**src/rtl/dcache_resp.sv**
```systemverilog
// rtl/dcache_resp.sv - data-side responder: direct-mapped write-through load cache with req/ack backing memory
//
// Purpose: serves loads from a direct-mapped, write-through, no-write-allocate
// cache of one-word lines; load misses and every store go to a word-wide backing
// memory over a req/ack handshake while stall freezes the upstream pipeline.
//
// Ports:
//   clk, rst                 rising-edge clock, asynchronous active-high reset
//   memread, memwrite        load / store request (store wins when both set)
//   length, sign             access size (00 byte, 01 half, 1x word), load sign-extend
//   addr, wdata              byte address (only [AW-1:0] used), right-justified store data
//   rdata, cachehit, stall   load result, same-cycle hit flag, pipeline freeze
//   mem_req, mem_we          backing-memory request (held until ack), write select
//   mem_addr, mem_wdata      word-aligned address, lane-replicated store data
//   mem_be                   byte enables (1111 for reads)
//   mem_ack, mem_rdata       one-cycle completion pulse, read word valid with ack
//   hit_count, miss_count    saturating statistics, present only with DCACHE_STATS_EN
//
// Optional feature macro: DCACHE_STATS_EN
module dcache_resp #(
  parameter int LINES = 16,
  parameter int AW    = 12
) (
  input  logic          clk,
  input  logic          rst,
  input  logic          memread,
  input  logic          memwrite,
  input  logic [1:0]    length,
  input  logic          sign,
  input  logic [31:0]   addr,
  input  logic [31:0]   wdata,
  output logic [31:0]   rdata,
  output logic          cachehit,
  output logic          stall,
  output logic          mem_req,
  output logic          mem_we,
  output logic [AW-1:0] mem_addr,
  output logic [31:0]   mem_wdata,
  output logic [3:0]    mem_be,
  input  logic          mem_ack,
  input  logic [31:0]   mem_rdata
`ifdef DCACHE_STATS_EN
  ,
  output logic [15:0]   hit_count,
  output logic [15:0]   miss_count
`endif
);

  localparam int IW = $clog2(LINES);
  localparam int TW = AW - 2 - IW;

  typedef enum logic [1:0] {IDLE, MISS, WRITE, DONE} state_t;

  state_t state, state_nx;

  logic [LINES-1:0] valid_q;
  logic [TW-1:0]    tag_q  [LINES];
  logic [31:0]      data_q [LINES];

  logic [31:0] resp_q;
  logic [1:0]  cap_off;
  logic [1:0]  cap_len;
  logic        cap_sign;

  logic [IW-1:0] idx, m_idx;
  logic [TW-1:0] tag, m_tag;
  logic          hit, m_hit;
  logic          store_go, load_hit, load_miss;
  logic [3:0]    st_be;
  logic [31:0]   st_wdata;
  logic [AW-1:0] word_addr;
  logic          unused_addr;

  assign unused_addr = ^addr[31:AW];

  function automatic logic [31:0] extract(input logic [31:0] w, input logic [1:0] off,
                                          input logic [1:0] len, input logic sgn);
    logic [7:0]  b;
    logic [15:0] h;
    b = 8'(w >> {off, 3'b000});
    h = off[1] ? w[31:16] : w[15:0];
    case (len)
      2'b00:   return {{24{sgn & b[7]}}, b};
      2'b01:   return {{16{sgn & h[15]}}, h};
      default: return w;
    endcase
  endfunction

  assign idx       = addr[2 +: IW];
  assign tag       = addr[AW-1:2+IW];
  assign hit       = valid_q[idx] && (tag_q[idx] == tag);
  assign word_addr = {addr[AW-1:2], 2'b00};

  // The outstanding line is addressed from the registered mem_addr, not addr.
  assign m_idx = mem_addr[2 +: IW];
  assign m_tag = mem_addr[AW-1:2+IW];
  assign m_hit = valid_q[m_idx] && (tag_q[m_idx] == m_tag);

  assign store_go  = (state == IDLE) && memwrite;
  assign load_hit  = (state == IDLE) && !memwrite && memread && hit;
  assign load_miss = (state == IDLE) && !memwrite && memread && !hit;

  always_comb begin
    st_be    = 4'b1111;
    st_wdata = wdata;
    case (length)
      2'b00: begin
        st_be    = 4'b0001 << addr[1:0];
        st_wdata = {4{wdata[7:0]}};
      end
      2'b01: begin
        st_be    = addr[1] ? 4'b1100 : 4'b0011;
        st_wdata = {2{wdata[15:0]}};
      end
      default: ;
    endcase
  end

  always_ff @(posedge clk or posedge rst) begin
    if (rst) state <= IDLE;
    else     state <= state_nx;
  end

  // Outputs are forced quiet while rst is high so stall/req drop the moment
  // reset asserts, even with a request still presented.
  always_comb begin
    state_nx = state;
    stall    = 1'b0;
    cachehit = 1'b0;
    rdata    = '0;
    mem_req  = 1'b0;
    if (!rst) begin
      case (state)
        IDLE: begin
          if (memwrite) begin
            stall    = 1'b1;
            state_nx = WRITE;
          end else if (memread) begin
            if (hit) begin
              cachehit = 1'b1;
              rdata    = extract(data_q[idx], addr[1:0], length, sign);
            end else begin
              stall    = 1'b1;
              state_nx = MISS;
            end
          end
        end
        MISS, WRITE: begin
          stall   = 1'b1;
          mem_req = 1'b1;
          if (mem_ack) state_nx = DONE;
        end
        DONE: begin
          rdata    = resp_q;
          state_nx = IDLE;
        end
        default: state_nx = IDLE;
      endcase
    end
  end

  always_ff @(posedge clk or posedge rst) begin
    if (rst) begin
      valid_q   <= '0;
      mem_we    <= 1'b0;
      mem_addr  <= '0;
      mem_wdata <= '0;
      mem_be    <= '0;
      resp_q    <= '0;
      cap_off   <= '0;
      cap_len   <= '0;
      cap_sign  <= 1'b0;
    end else begin
      if (store_go) begin
        mem_we    <= 1'b1;
        mem_addr  <= word_addr;
        mem_be    <= st_be;
        mem_wdata <= st_wdata;
        resp_q    <= '0;
      end else if (load_miss) begin
        mem_we    <= 1'b0;
        mem_addr  <= word_addr;
        mem_be    <= 4'b1111;
        mem_wdata <= '0;
        cap_off   <= addr[1:0];
        cap_len   <= length;
        cap_sign  <= sign;
      end
      if (state == MISS && mem_ack) begin
        valid_q[m_idx] <= 1'b1;
        resp_q         <= extract(mem_rdata, cap_off, cap_len, cap_sign);
      end
    end
  end

  // Tag/data arrays need no reset: valid_q alone qualifies them.
  always_ff @(posedge clk) begin
    if (state == MISS && mem_ack) begin
      tag_q[m_idx]  <= m_tag;
      data_q[m_idx] <= mem_rdata;
    end else if (state == WRITE && mem_ack && m_hit) begin
      for (int i = 0; i < 4; i++) begin
        if (mem_be[i]) data_q[m_idx][8*i +: 8] <= mem_wdata[8*i +: 8];
      end
    end
  end

`ifdef DCACHE_STATS_EN
  always_ff @(posedge clk or posedge rst) begin
    if (rst) begin
      hit_count  <= '0;
      miss_count <= '0;
    end else begin
      if (load_hit && hit_count != 16'hFFFF)   hit_count  <= hit_count + 16'd1;
      if (load_miss && miss_count != 16'hFFFF) miss_count <= miss_count + 16'd1;
    end
  end
`endif

endmodule

```
**config.mk**
```make
export PLATFORM = sky130hd
export DESIGN_NAME = dcache_resp
export DESIGN_NICKNAME = d
export VERILOG_FILES = /design/src/rtl/dcache_resp.sv
export SDC_FILE = /design/constraint.sdc
export NUM_CORES = 1
export LEC_CHECK = 0
export BUFFER_PORTS_ARGS = -buffer_cell sky130_fd_sc_hd__buf_4
export CAP_MARGIN = 20
export CORE_MARGIN = 10
export CORE_UTILIZATION = 45
export DETAILED_ROUTE_END_ITERATION = 16
export HOLD_SLACK_MARGIN = 0.06
export REMOVE_ABC_BUFFERS = 1
export SLEW_MARGIN = 20
export SYNTH_ARGS = -nofsm -noshare
export SYNTH_HDL_FRONTEND = slang
export SYNTH_SLANG_ARGS = --single-unit
```
**constraint.sdc**
```tcl
create_clock -name clk -period 5.6 [get_ports clk]
set_input_delay 0.84 -clock clk [delete_from_list [all_inputs] [get_ports clk]]
set_output_delay 0.84 -clock clk [all_outputs]
set_load 0.03 [all_outputs]
```
Word-level counts from Yosys, hierarchy flattened
Memory sizes are Yosys's and may differ from the RTL's.
Cells that the tools add are included.
{ "word_totals": {"ram_bits": 608, "regBits": 104, "elab_cells": 126, "memories": 2} }
{ "mem_list": {"columns": ["name", "words", "width", "read_ports", "rd_ports_with_merged_regs", "write_ports", "line_no", "rtl"], "rows": [
  ["data_q", 16, 32, 1, 0, 1, "58", "logic [31:0] data_q [LINES];"],
  ["tag_q", 16, 6, 2, 0, 1, "57", "logic [TW-1:0] tag_q [LINES];"]
]} }
{ "op_classes": {"shifts": 3, "n_eq_ne": 10, "n_bitwise": 11, "n_lt_le_gt_ge": 3, "reduce_logical": 20, "n_mux": 67} }
{ "ops": {"columns": ["operator", "count"], "rows": [
  ["2-to-1 mux 32 bit", 8],
  ["one-hot mux 32 bit (2 select lines)", 4],
  ["right shift 32 x 5 -> 8 bit", 2],
  ["2-to-1 mux 1 bit", 34],
  ["2-to-1 mux 16 bit", 2],
  ["2-to-1 mux 8 bit", 4],
  ["2-to-1 mux 12 bit", 2],
  ["bitwise OR 16 bit", 1],
  ["equality test 6 bit", 2],
  ["2-to-1 mux 4 bit", 3],
  ["logical AND 1 bit", 10],
  ["< comparator 4 x 5 -> 1 bit (second input constant)", 2],
  ["binary-select mux 1 bit (select 4 bit)", 2],
  ["2-to-1 mux 2 bit", 4],
  ["one-hot mux 4 bit (2 select lines)", 1],
  ["equality test 2 x 1 -> 1 bit (second input constant)", 3],
  ["logical NOT 2 bit", 3],
  ["!= test 3 bit (second input constant)", 2],
  ["one-hot mux 2 bit (3 select lines)", 1],
  ["AND 1 bit", 4],
  ["demux 1 bit (select 4 bit)", 1],
  ["equality test 2 bit (second input constant)", 2],
  ["greater-or-equal comparator 4 x 1 -> 1 bit (second input constant)", 1],
  ["bitwise OR 1 bit", 4],
  ["other kinds (9)", 12]
]} }

Longest topological paths before layout
Gate-level depths: netlist of the first run.
An unclocked memory read counts as a cell.
{ "depth": {"depth_word": 9, "depth_mapped": 12} }

Worst setup path after synthesis of the first run
Ideal clock, no wire load.
{ "synth_path": {"kind": "input port to output port", "startpoint": "input rst", "endpoint": "output rdata[16]", "path_slack_ns": 0.129, "arrival_time_ns": 4.631, "path_buffers": 1, "stages": 5, "path_cell_list": "inv_1 nand3_1 or4_1 buf_2 o21ai_0"} }
{ "synth_between": {"elab_chain_len": 1} }
{ "synth_lines": {"columns": ["item", "line_no", "rtl"], "rows": [
  ["from (decl)", "25", "input logic rst,"],
  ["2-to-1 mux 32 bit", "132", "if (!rst) begin"],
  ["to (decl)", "32", "output logic [31:0] rdata,"]
]} }
Every way passes these cells.

Worst setup path after layout of the first run
{ "layout_path": {"startpoint": "input addr[4]", "endpoint": "output rdata[17]"} }
{ "layout_between": {"elab_chain_len": 9, "elab_cells_between_ends": 16} }
{ "layout_lines": {"columns": ["item", "line_no", "rtl"], "rows": [
  ["from (decl)", "30", "input logic [31:0] addr,"],
  ["memory (16 x 32 bit)", null, null],
  ["right shift 32 x 5 -> 8 bit or 2-to-1 mux 16 bit (tied branches)", "80, 81", null],
  ["AND 1 bit (on tied branches)", "83, 84", null],
  ["one-hot mux 32 bit (2 select lines)", "82", "case (len)"],
  ["2-to-1 mux 32 bit *", "139", "if (hit) begin"],
  ["2-to-1 mux 32 bit *", "138", "end else if (memread) begin"],
  ["2-to-1 mux 32 bit *", "135", "if (memwrite) begin"],
  ["one-hot mux 32 bit (2 select lines) *", "133", "case (state)"],
  ["2-to-1 mux 32 bit *", "132", null]
]} }
Every way passes the cells marked *; elsewhere a longest branch is shown, timed or not. The select of a mux whose other input is x is not followed.

==> impl_metrics.yaml, run 1 <==
setup_path:
  crit_fanout: 35
  start_kind: "primary input"
  critical_path.slowest_cell: "buf_4"
  worstPathRequired_ps: 4760
  crit_start: "addr[4]"
  endpoint_kind: "output pin"
  rr_startpoint: "mem_addr[2]$_DFFE_PP0P_"
  path_cells: "buf_4 -> buf_4 -> mux4_2 -> mux2i_1 -> mux2i_1 -> a22oi_1 -> o211a_1 -> or4_1 -> buf_4 -> o21ai_0 -> buf_4"
  r2r_slack_ps: 1240
  crit_top_cell: "buf_4"
  cpPeakStageDelay_ps: 610
  cp.arrival_ps: 4290
  critPathKind: "in -> out"
synth:
  synthArstFlopShare: 0.1437
  ys_ff_latch: 710
  ys_warn_count: 0
  netlist_area_sq_um: 30550
  avgSynthCellArea_sq_um: 17.67
  synth-edff-count: 608
  synthCells: 1729
  synth.distinct_cells: 61
  ys_seq_area_frac: 0.6813
  synth_ff_type: "edfxtp_1"
cts:
  holdBufCountCts: 0
  clk_pin_slew_ps: 60
  ctsResizeCount: 0
  tritoncts: "done"
  clockBufferDepth: 3
  h-tree-depth: 3
  insertion_delay_ps: 620
  cts.sinks: 710
  root_buffer: "clkbuf_16"
  post-cts-setup-buffer-count: 0
  numCtsBuffers: 74
sta:
  finalHoldViolations: 0
  setup_viol: 0
  finalCriticalPeriod_ps: 5128
  fmax_mhz: 195.0
  tightest_slew_ps: 1153
  drv_slew: 0
  slew_headroom: 0.2286
  fin_crit_sh: 0.9157
  tns_ps: 0
  rsz0062_at_grt: "false"
  fin_worst_skew_ps: 21.06
status:
  status: "finished, final reports clean"
power_and_ir_drop:
  p_sw_mw: 4.645
  clock_power_share: 0.314
  comb_power_share: 0.223
  irDropWorstVdd_mv: 0.2134
  switching_share: 0.3096
  p_leak_nw: 12.33
  p_int_mw: 10.36
  powerDensity_nw_per_um2: 425.9
  power_frac_seq: 0.463
placed_design:
  gp_congestion: 0.8529
  dp_hpwl_um: 59410
  port_buffers: 165
  placed_cells: 2723
detailed_routing:
  highest_layer: "met4"
  vias: 17728
  ant_nets: 0
  wire_per_inst_um: 30.46
  drc: 0
  drtIter0Drc: 1879
  dr_wl_met2_um: 40350
  first_pass_iters: 5
  drt_wl_total_um: 87080
  wl_met1_um: 36510
  wl_met3_um: 7343
  viasPerCell: 6.201
min_path:
  hold_path_class: "in -> async"
final_layout:
  final_cell_mix: "edfxtp_1, buf_4, mux4_2, nor2_1, dfrtp_1"
  syn_to_final_growth_pct: 15.35
  area.sequential_sq_um: 20810
  finalCoreUtilization: 0.5237
  antenna_cells: 0
  multiInputGateArea_sq_um: 9159
  drive_above_1_share: 0.3137
  final_cells: 2859
  layout_commonest_cell: "edfxtp_1"
  nNetsFinal: 2036
  fillers: 5443
floorplan:
  io_pins: 188
  dieArea_sq_um: 78700
  die_y_um: 280.5
  initial_utilization: 0.4540
  rows: 95
  chipWidth_um: 280.5
  core_area_sq_um: 67280
grt:
  grt_pass1_vias: 17795
  antenna_found_initial: 0
  grt_util_all_layers: 0.2208
  grt_pass1_wl_um: 125900
  grt_overflow: 0
  grt_max_degree: 69
flow_run:
  cap_violations: 0
logic make-up (layout without fill, tap and decap cells):
family,after synthesis,count (layout),synth area share
fa+ha+maj,5,5,0.002048
flops,710,710,0.6813
other cells,1,2,0.0001228
compound gates,254,254,0.05792
buf+inv,139,395,0.02073
simple gates,304,304,0.04854
mux,307,307,0.1865
xor+xnor,9,9,0.002827
area by class of cell:
type / instances / share of cell area
inverter: 31 / 0.003374
timing repair buffer: 229 / 0.04957
tap: 873 / 0.03100
clock inverter: 31 / 0.006747
multi-input combinational: 881 / 0.2599
sequential: 710 / 0.5907
clock buffer: 104 / 0.05866
synthesized netlist by cell type (all sizes together), types with 2 or more instances:
cell type | n | area (sq um)
mux4 | 205 | 4617
or2 | 16 | 100.1
a21o | 8 | 60.06
o21ai | 57 | 285.3
xor2 | 5 | 43.79
nor2b | 16 | 100.1
a31oi | 13 | 81.33
nor3 | 4 | 30.03
nand4b | 4 | 35.03
o22ai | 8 | 50.05
mux2i | 54 | 540.5
nand3 | 25 | 130.1
and4b | 2 | 20.02
a31o | 2 | 17.52
o211ai | 3 | 22.52
clkbuf | 53 | 198.9
nand2b | 26 | 162.7
and2 | 6 | 37.54
a221oi | 10 | 87.58
a211oi | 7 | 52.55
and3 | 4 | 25.02
edfxtp | 608 | 18260
nand2 | 74 | 277.8
nor4b | 2 | 17.52
dfrtp | 102 | 2552
a21oi | 35 | 175.2
buf | 55 | 317.8
and4 | 4 | 35.03
mux2 | 48 | 540.5
o2bb2ai | 11 | 96.34
ha | 5 | 62.56
a22oi | 27 | 202.7
o21a | 2 | 15.01
nor4 | 3 | 18.77
xnor2 | 4 | 42.55
nand4 | 5 | 56.31
inv | 31 | 116.4
nor2 | 110 | 412.9
a211o | 2 | 17.52
a22o | 61 | 534.3
worst paths after layout:
kind | end | depth (start not counted)
worst min register to register | valid_q[14]$_DFFE_PP0P_ | 1
worst max-delay path | rdata[17] | 11
worst max register to register | data_q[6][9]$_DFFE_PP_ | 7
min in group clk | valid_q[14]$_DFFE_PP0P_ | 1
max in group asynchronous | mem_wdata[8]$_DFFE_PP0P_ | 3
worst min-delay path | mem_addr[8]$_DFFE_PP0P_ | 2
sequential cells by signal, summed over array words and instances (netlist names):
register,count
data_q,512
resp_q,32
mem_wdata,32
cap_sign,1
valid_q,16
mem_addr,10
cap_off,2
mem_be,4
mem_we,1
tag_q,96
state,2
cap_len,2
power groups by stage:
stage | clock (mW) | sequential, mW | combinational, mW
floorplan | 0 | 7.17 | 1.70
global placement | 0 | 7.02 | 3.29
detailed placement | 0 | 7.05 | 3.33
CTS | 4.78 | 6.94 | 3.34
global route | 4.99 | 7.02 | 3.56
finish | 4.71 | 6.95 | 3.35
routing by layer:
metal | GRT usage | vias to the layer above
met5 | 0 | -
met3 | 0.05171 | 166
met1 | 0.3043 | 9362
met4 | 0.08078 | 0
li1 | - | 7379
met2 | 0.3390 | 821
stage by stage:
stage | worst slack, ps | hold WS (ps) | area (sq um) | power [mW]
after floorplan | -90.34 | 450.1 | 30030 | 8.861
after global placement | 485.0 | 460.1 | 32890 | 10.31
after detailed placement | 478.7 | 467.1 | 32890 | 10.38
after CTS | 468.8 | 289.1 | 35200 | 15.07
after global routing | 307.0 | 325.0 | 35230 | 15.57
final | 472.1 | 290.3 | 35230 | 15.01
worst max-delay path, delay by kind of cell:
family	cells	cell delay, ps
compound gates	3	780
mux	3	760
buf+inv	4	1360
simple gates	1	470
No activity file was read; power rests on OpenSTA's default activity.
==> inputs of run 2 (changes only) <==
--- a/config.mk
+++ b/config.mk
@@ -8,7 +8,7 @@
 export BUFFER_PORTS_ARGS = -buffer_cell sky130_fd_sc_hd__buf_4
 export CAP_MARGIN = 20
 export CORE_MARGIN = 10
-export CORE_UTILIZATION = 45
+export CORE_UTILIZATION = 30
 export DETAILED_ROUTE_END_ITERATION = 16
 export HOLD_SLACK_MARGIN = 0.06
 export REMOVE_ABC_BUFFERS = 1
==> run 2 against run 1 <==
Clock skew rose by 7.5 ps. Setup slack got worse by 230 ps. Non-clock buffer count rose by 11. Global-route usage fell by 6.0 points. Fmax fell by 4.3%. Combinational power rose by 2%. Largest power group unchanged. Largest cell class unchanged. Hold slack got worse by 120 ps. Via count rose by 1.7%.
==> impl_metrics.yaml, run 2 (synthesis gave the netlist of run 1 again) <==
setup_path:
  critical_path.slowest_cell: "or4_1"
  path_cells: "buf_4 -> mux4_2 -> mux4_2 -> xnor2_1 -> nand4_1 -> or4_1 -> o21ai_0 -> buf_4"
  critPathKind: "in -> out"
  endpoint_kind: "output pin"
  cp.arrival_ps: 4520
  crit_fanout: 21
  cpPeakStageDelay_ps: 830
  start_kind: "primary input"
  worstPathRequired_ps: 4760
  r2r_slack_ps: 1140
cts:
  root_buffer: "clkbuf_16"
  ctsResizeCount: 0
  post-cts-setup-buffer-count: 0
  insertion_delay_ps: 640
  cts.sinks: 710
  h-tree-depth: 3
  numCtsBuffers: 75
  holdBufCountCts: 0
  clk_pin_slew_ps: 60
  tritoncts: "done"
  clockBufferDepth: 3
power_and_ir_drop:
  irDropWorstVdd_mv: 0.2225
  report.power.total_mw: 15.68
  powerDensity_nw_per_um2: 431.8
  p_leak_nw: 12.57
sta:
  finalHoldViolations: 0
  worst_slack_ps: 243.6
  tightest_slew_ps: 1141
  finalCriticalPeriod_ps: 5356
  rsz0062_at_grt: "false"
  setup_viol: 0
  fin_worst_skew_ps: 28.61
  tns_ps: 0
  fmax_mhz: 186.7
  slew_headroom: 0.2362
  fin_crit_sh: 0.9565
  drv_slew: 0
  whs_ps: 169.6
floorplan:
  die_y_um: 339.1
  chipWidth_um: 339.1
  core_area_sq_um: 100600
  rows: 116
  io_pins: 188
  dieArea_sq_um: 115000
  initial_utilization: 0.3037
grt:
  grt_util_all_layers: 0.1609
  grt_pass1_vias: 18246
  grt_max_degree: 60
  antenna_found_initial: 9
  grt_pass1_wl_um: 135700
  grt_overflow: 0
placed_design:
  port_buffers: 165
  placed_cells: 3216
  place_area_sq_um: 33640
  dp_hpwl_um: 66020
  gp_congestion: 0.8847
  pre_cts_ws_ps: 270.5
final_layout:
  largestRegisters: "data_q: 512 flops, tag_q: 96 flops"
  finalCoreUtilization: 0.3610
  final_cell_area_sq_um: 36310
  syn_to_final_growth_pct: 18.86
  final_cells: 3357
  drive_above_1_share: 0.3252
  final_cell_mix: "edfxtp_1, buf_4, mux4_2, nor2_1, dfrtp_1"
  layout_commonest_cell: "edfxtp_1"
  nNetsFinal: 2048
  largest_reg_flops: 512
  top_register: "data_q"
detailed_routing:
  viasPerCell: 5.373
  drt_wl_total_um: 95140
  first_pass_iters: 6
  wire_per_inst_um: 28.34
  drc: 0
  ant_nets: 0
  vias: 18038
  drtIter0Drc: 2158
min_path:
  hold_path_class: "in -> async"
flow_run:
  cap_violations: 0
status:
  status: "finished, final reports clean"
==> run 2: worst max-delay path, delay by kind of cell <==
family	cells	cell delay, ps
XOR/XNOR	1	370
AND/OR/NAND/NOR	2	1150
AO/OA/AOI/OAI	1	550
multiplexers	2	1030
buffers and inverters	2	570
==> run 2: final cells by class <==
cell class	instances	area (sq um)
Fill cell	9335	64270
Timing Repair Buffer	240	1899
Clock buffer	89	1969
Multi-Input combinational cell	881	9169
Tap cell	1357	1698
Clock inverter	48	635.6
Inverter	31	121.4
Sequential cell	710	20810
Antenna cell	1	2.502
==> run 2: path summary, 6_finish.rpt <==
path,depth (start not counted),from,end
setup / recovery,8,addr[4],rdata[18]
hold / removal,2,rst,resp_q[23]$_DFFE_PP0P_
setup reg to reg,7,mem_addr[4]$_DFFE_PP0P_,data_q[1][23]$_DFFE_PP_
hold reg to reg,1,resp_q[8]$_DFFE_PP0P_,resp_q[8]$_DFFE_PP0P_
max in group asynchronous,3,rst,mem_wdata[19]$_DFFE_PP0P_
min in group clk,2,wdata[7],mem_wdata[7]$_DFFE_PP0P_
==> run 2: where the power goes <==
part	total [mW]	internal, mW	leakage (nW)	switching, mW
clock	5.25	3.14	1.27	2.12
sequential	7.00	6.35	6.75	0.642
combinational	3.43	1.34	4.55	2.09
total	15.7	10.8	12.6	4.85
==> run 2: metal layers <==
metal  track usage  wire (um)  vias up
met5             0         57        -
li1              -          -     7417
met2        0.2318      41110      992
met1        0.2258      40460     9464
met3       0.05612      11040      155
met4       0.04845       2458       10
==> inputs of run 3 (changes only) <==
==> constraint.sdc (replaced) <==
create_clock -name clk -period 4.9 [get_ports clk]
set_input_delay 0.735 -clock clk [delete_from_list [all_inputs] [get_ports clk]]
set_output_delay 0.735 -clock clk [all_outputs]
set_load 0.03 [all_outputs]
==> run 3 against run 2 <==
Core utilization about the same. Critical endpoint is now rdata[16]. Count of clock-buffer cells in the layout increased by 15. Hold slack improved by 220 ps. Critical path depth up 2. Die area unchanged. Clock skew increased by 2.7 ps. First-iteration DRC count decreased by 11%. Final cell count increased by 0.92%. Highest routed layer unchanged. Global-route usage is 0.26 points lower.
==> impl_metrics.yaml, run 3 (synthesis gave the netlist of run 1 again) <==
setup_path:
  crit_fanout: 21
  critical_path.slowest_cell: "mux4_2"
  endpoint_kind: "output pin"
  crit_top_cell: "buf_4"
  path_cells: "buf_4 -> mux4_2 -> mux4_2 -> xnor2_1 -> nand4_1 -> buf_4 -> or4_1 -> buf_4 -> o21ai_0 -> buf_4"
  critPathKind: "in -> out"
  crit_buf_inv: 4
  cp_top_family: "multiplexers"
  cp.arrival_ps: 4020
  start_kind: "primary input"
  worstPathRequired_ps: 4160
  cpPeakStageDelay_ps: 560
detailed_routing:
  drtIter0Drc: 1930
  wire_per_inst_um: 27.57
  drt_wl_total_um: 93400
  ant_nets: 0
  viasPerCell: 5.331
  drc: 0
  vias: 18061
  first_pass_iters: 5
cts:
  numCtsBuffers: 76
  h-tree-depth: 3
  clockBufferDepth: 3
  holdBufCountCts: 0
  clk_pin_slew_ps: 60
  ctsResizeCount: 0
  cts.sinks: 710
  post-cts-setup-buffer-count: 0
  tritoncts: "done"
  insertion_delay_ps: 620
  root_buffer: "clkbuf_16"
status:
  status: "finished, final reports clean"
grt:
  grt_max_degree: 56
  grt_overflow: 0
  antenna_found_initial: 6
  grt_pass1_vias: 18278
  grt_pass1_wl_um: 133200
  grt_util_all_layers: 0.1583
sta:
  fin_crit_sh: 0.9702
  rsz0062_at_grt: "false"
  tns_ps: 0
  finalCriticalPeriod_ps: 4754
  finalHoldViolations: 0
  drv_slew: 0
  tightest_slew_ps: 1116
  fmax_mhz: 210.3
  setup_viol: 0
  slew_headroom: 0.2532
  fin_worst_skew_ps: 31.34
floorplan:
  chipWidth_um: 339.1
  io_pins: 188
  die_y_um: 339.1
  rows: 116
  core_area_sq_um: 100600
  initial_utilization: 0.3037
  dieArea_sq_um: 115000
final_layout:
  multiInputGateArea_sq_um: 9141
  final_cell_mix: "edfxtp_1, buf_4, mux4_2, nor2_1, dfrtp_1"
  nNetsFinal: 2077
  top_register: "data_q"
  area.sequential_sq_um: 20810
  largestRegisters: "data_q: 512 flops, tag_q: 96 flops"
  drive_above_1_share: 0.3258
  fillers: 9364
  largest_reg_flops: 512
  layout_commonest_cell: "edfxtp_1"
  syn_to_final_growth_pct: 18.92
placed_design:
  dp_hpwl_um: 65670
  gp_congestion: 0.8758
  port_buffers: 165
min_path:
  hold_path_class: "in -> reg"
power_and_ir_drop:
  report.power.total_mw: 17.60
  powerDensity_nw_per_um2: 484.6
  p_leak_nw: 12.64
  irDropWorstVdd_mv: 0.2246
flow_run:
  cap_violations: 0
==> run 3: final timing paths <==
path / from / end / slack, ps / depth (start not counted)
max: addr[4] / rdata[16] / 150 / 10
min in group asynchronous: rst / mem_addr[4]$_DFFE_PP0P_ / 420 / 3
max in group asynchronous: rst / mem_wdata[27]$_DFFE_PP0P_ / 3890 / 3
min reg2reg: resp_q[9]$_DFFE_PP0P_ / resp_q[9]$_DFFE_PP0P_ / 480 / 1
max reg2reg: mem_addr[2]$_DFFE_PP0P_ / data_q[8][16]$_DFFE_PP_ / 600 / 9
min: wdata[7] / mem_wdata[7]$_DFFE_PP0P_ / 390 / 2
==> run 3: routing by layer <==
metal | wire length (um) | part of all wire | track usage | vias to the layer above
met5 | 26 | 0.00028 | 0 | -
met4 | 2080 | 0.022 | 0.03832 | 4
met3 | 11030 | 0.12 | 0.05903 | 141
met2 | 41110 | 0.44 | 0.2344 | 931
met1 | 39150 | 0.42 | 0.2178 | 9509
li1 | - | - | - | 7476
==> run 3: final cells by class <==
cell class / instances / area share
diodes: 2 / 0.0001378
clock buffers: 104 / 0.05780
clock inverters: 35 / 0.009576
inverters: 31 / 0.003341
multi-input cells: 881 / 0.2517
flip-flops and latches: 710 / 0.5730
well taps: 1357 / 0.04674
repair buffers: 268 / 0.05777
==> run 3: metrics by stage <==
step	hold slack [ps]	instances	area, sq um	util	worst slack [ps]
global placement	460.0	3246	33850	0.3365	100.9
CTS	349.2	3385	36300	0.3609	139.4
global route	369.8	3386	36320	0.3611	1.593
floorplan	450.1	1622	30030	-	-580.3
finish	386.0	3388	36320	0.3611	145.9
detailed placement	466.0	3246	33850	0.3365	152.7
==> run 3: power by group <==
group / internal, mW / switching, mW
sequential: 7.26 / 0.662
clock: 3.33 / 2.35
combinational: 1.55 / 2.46
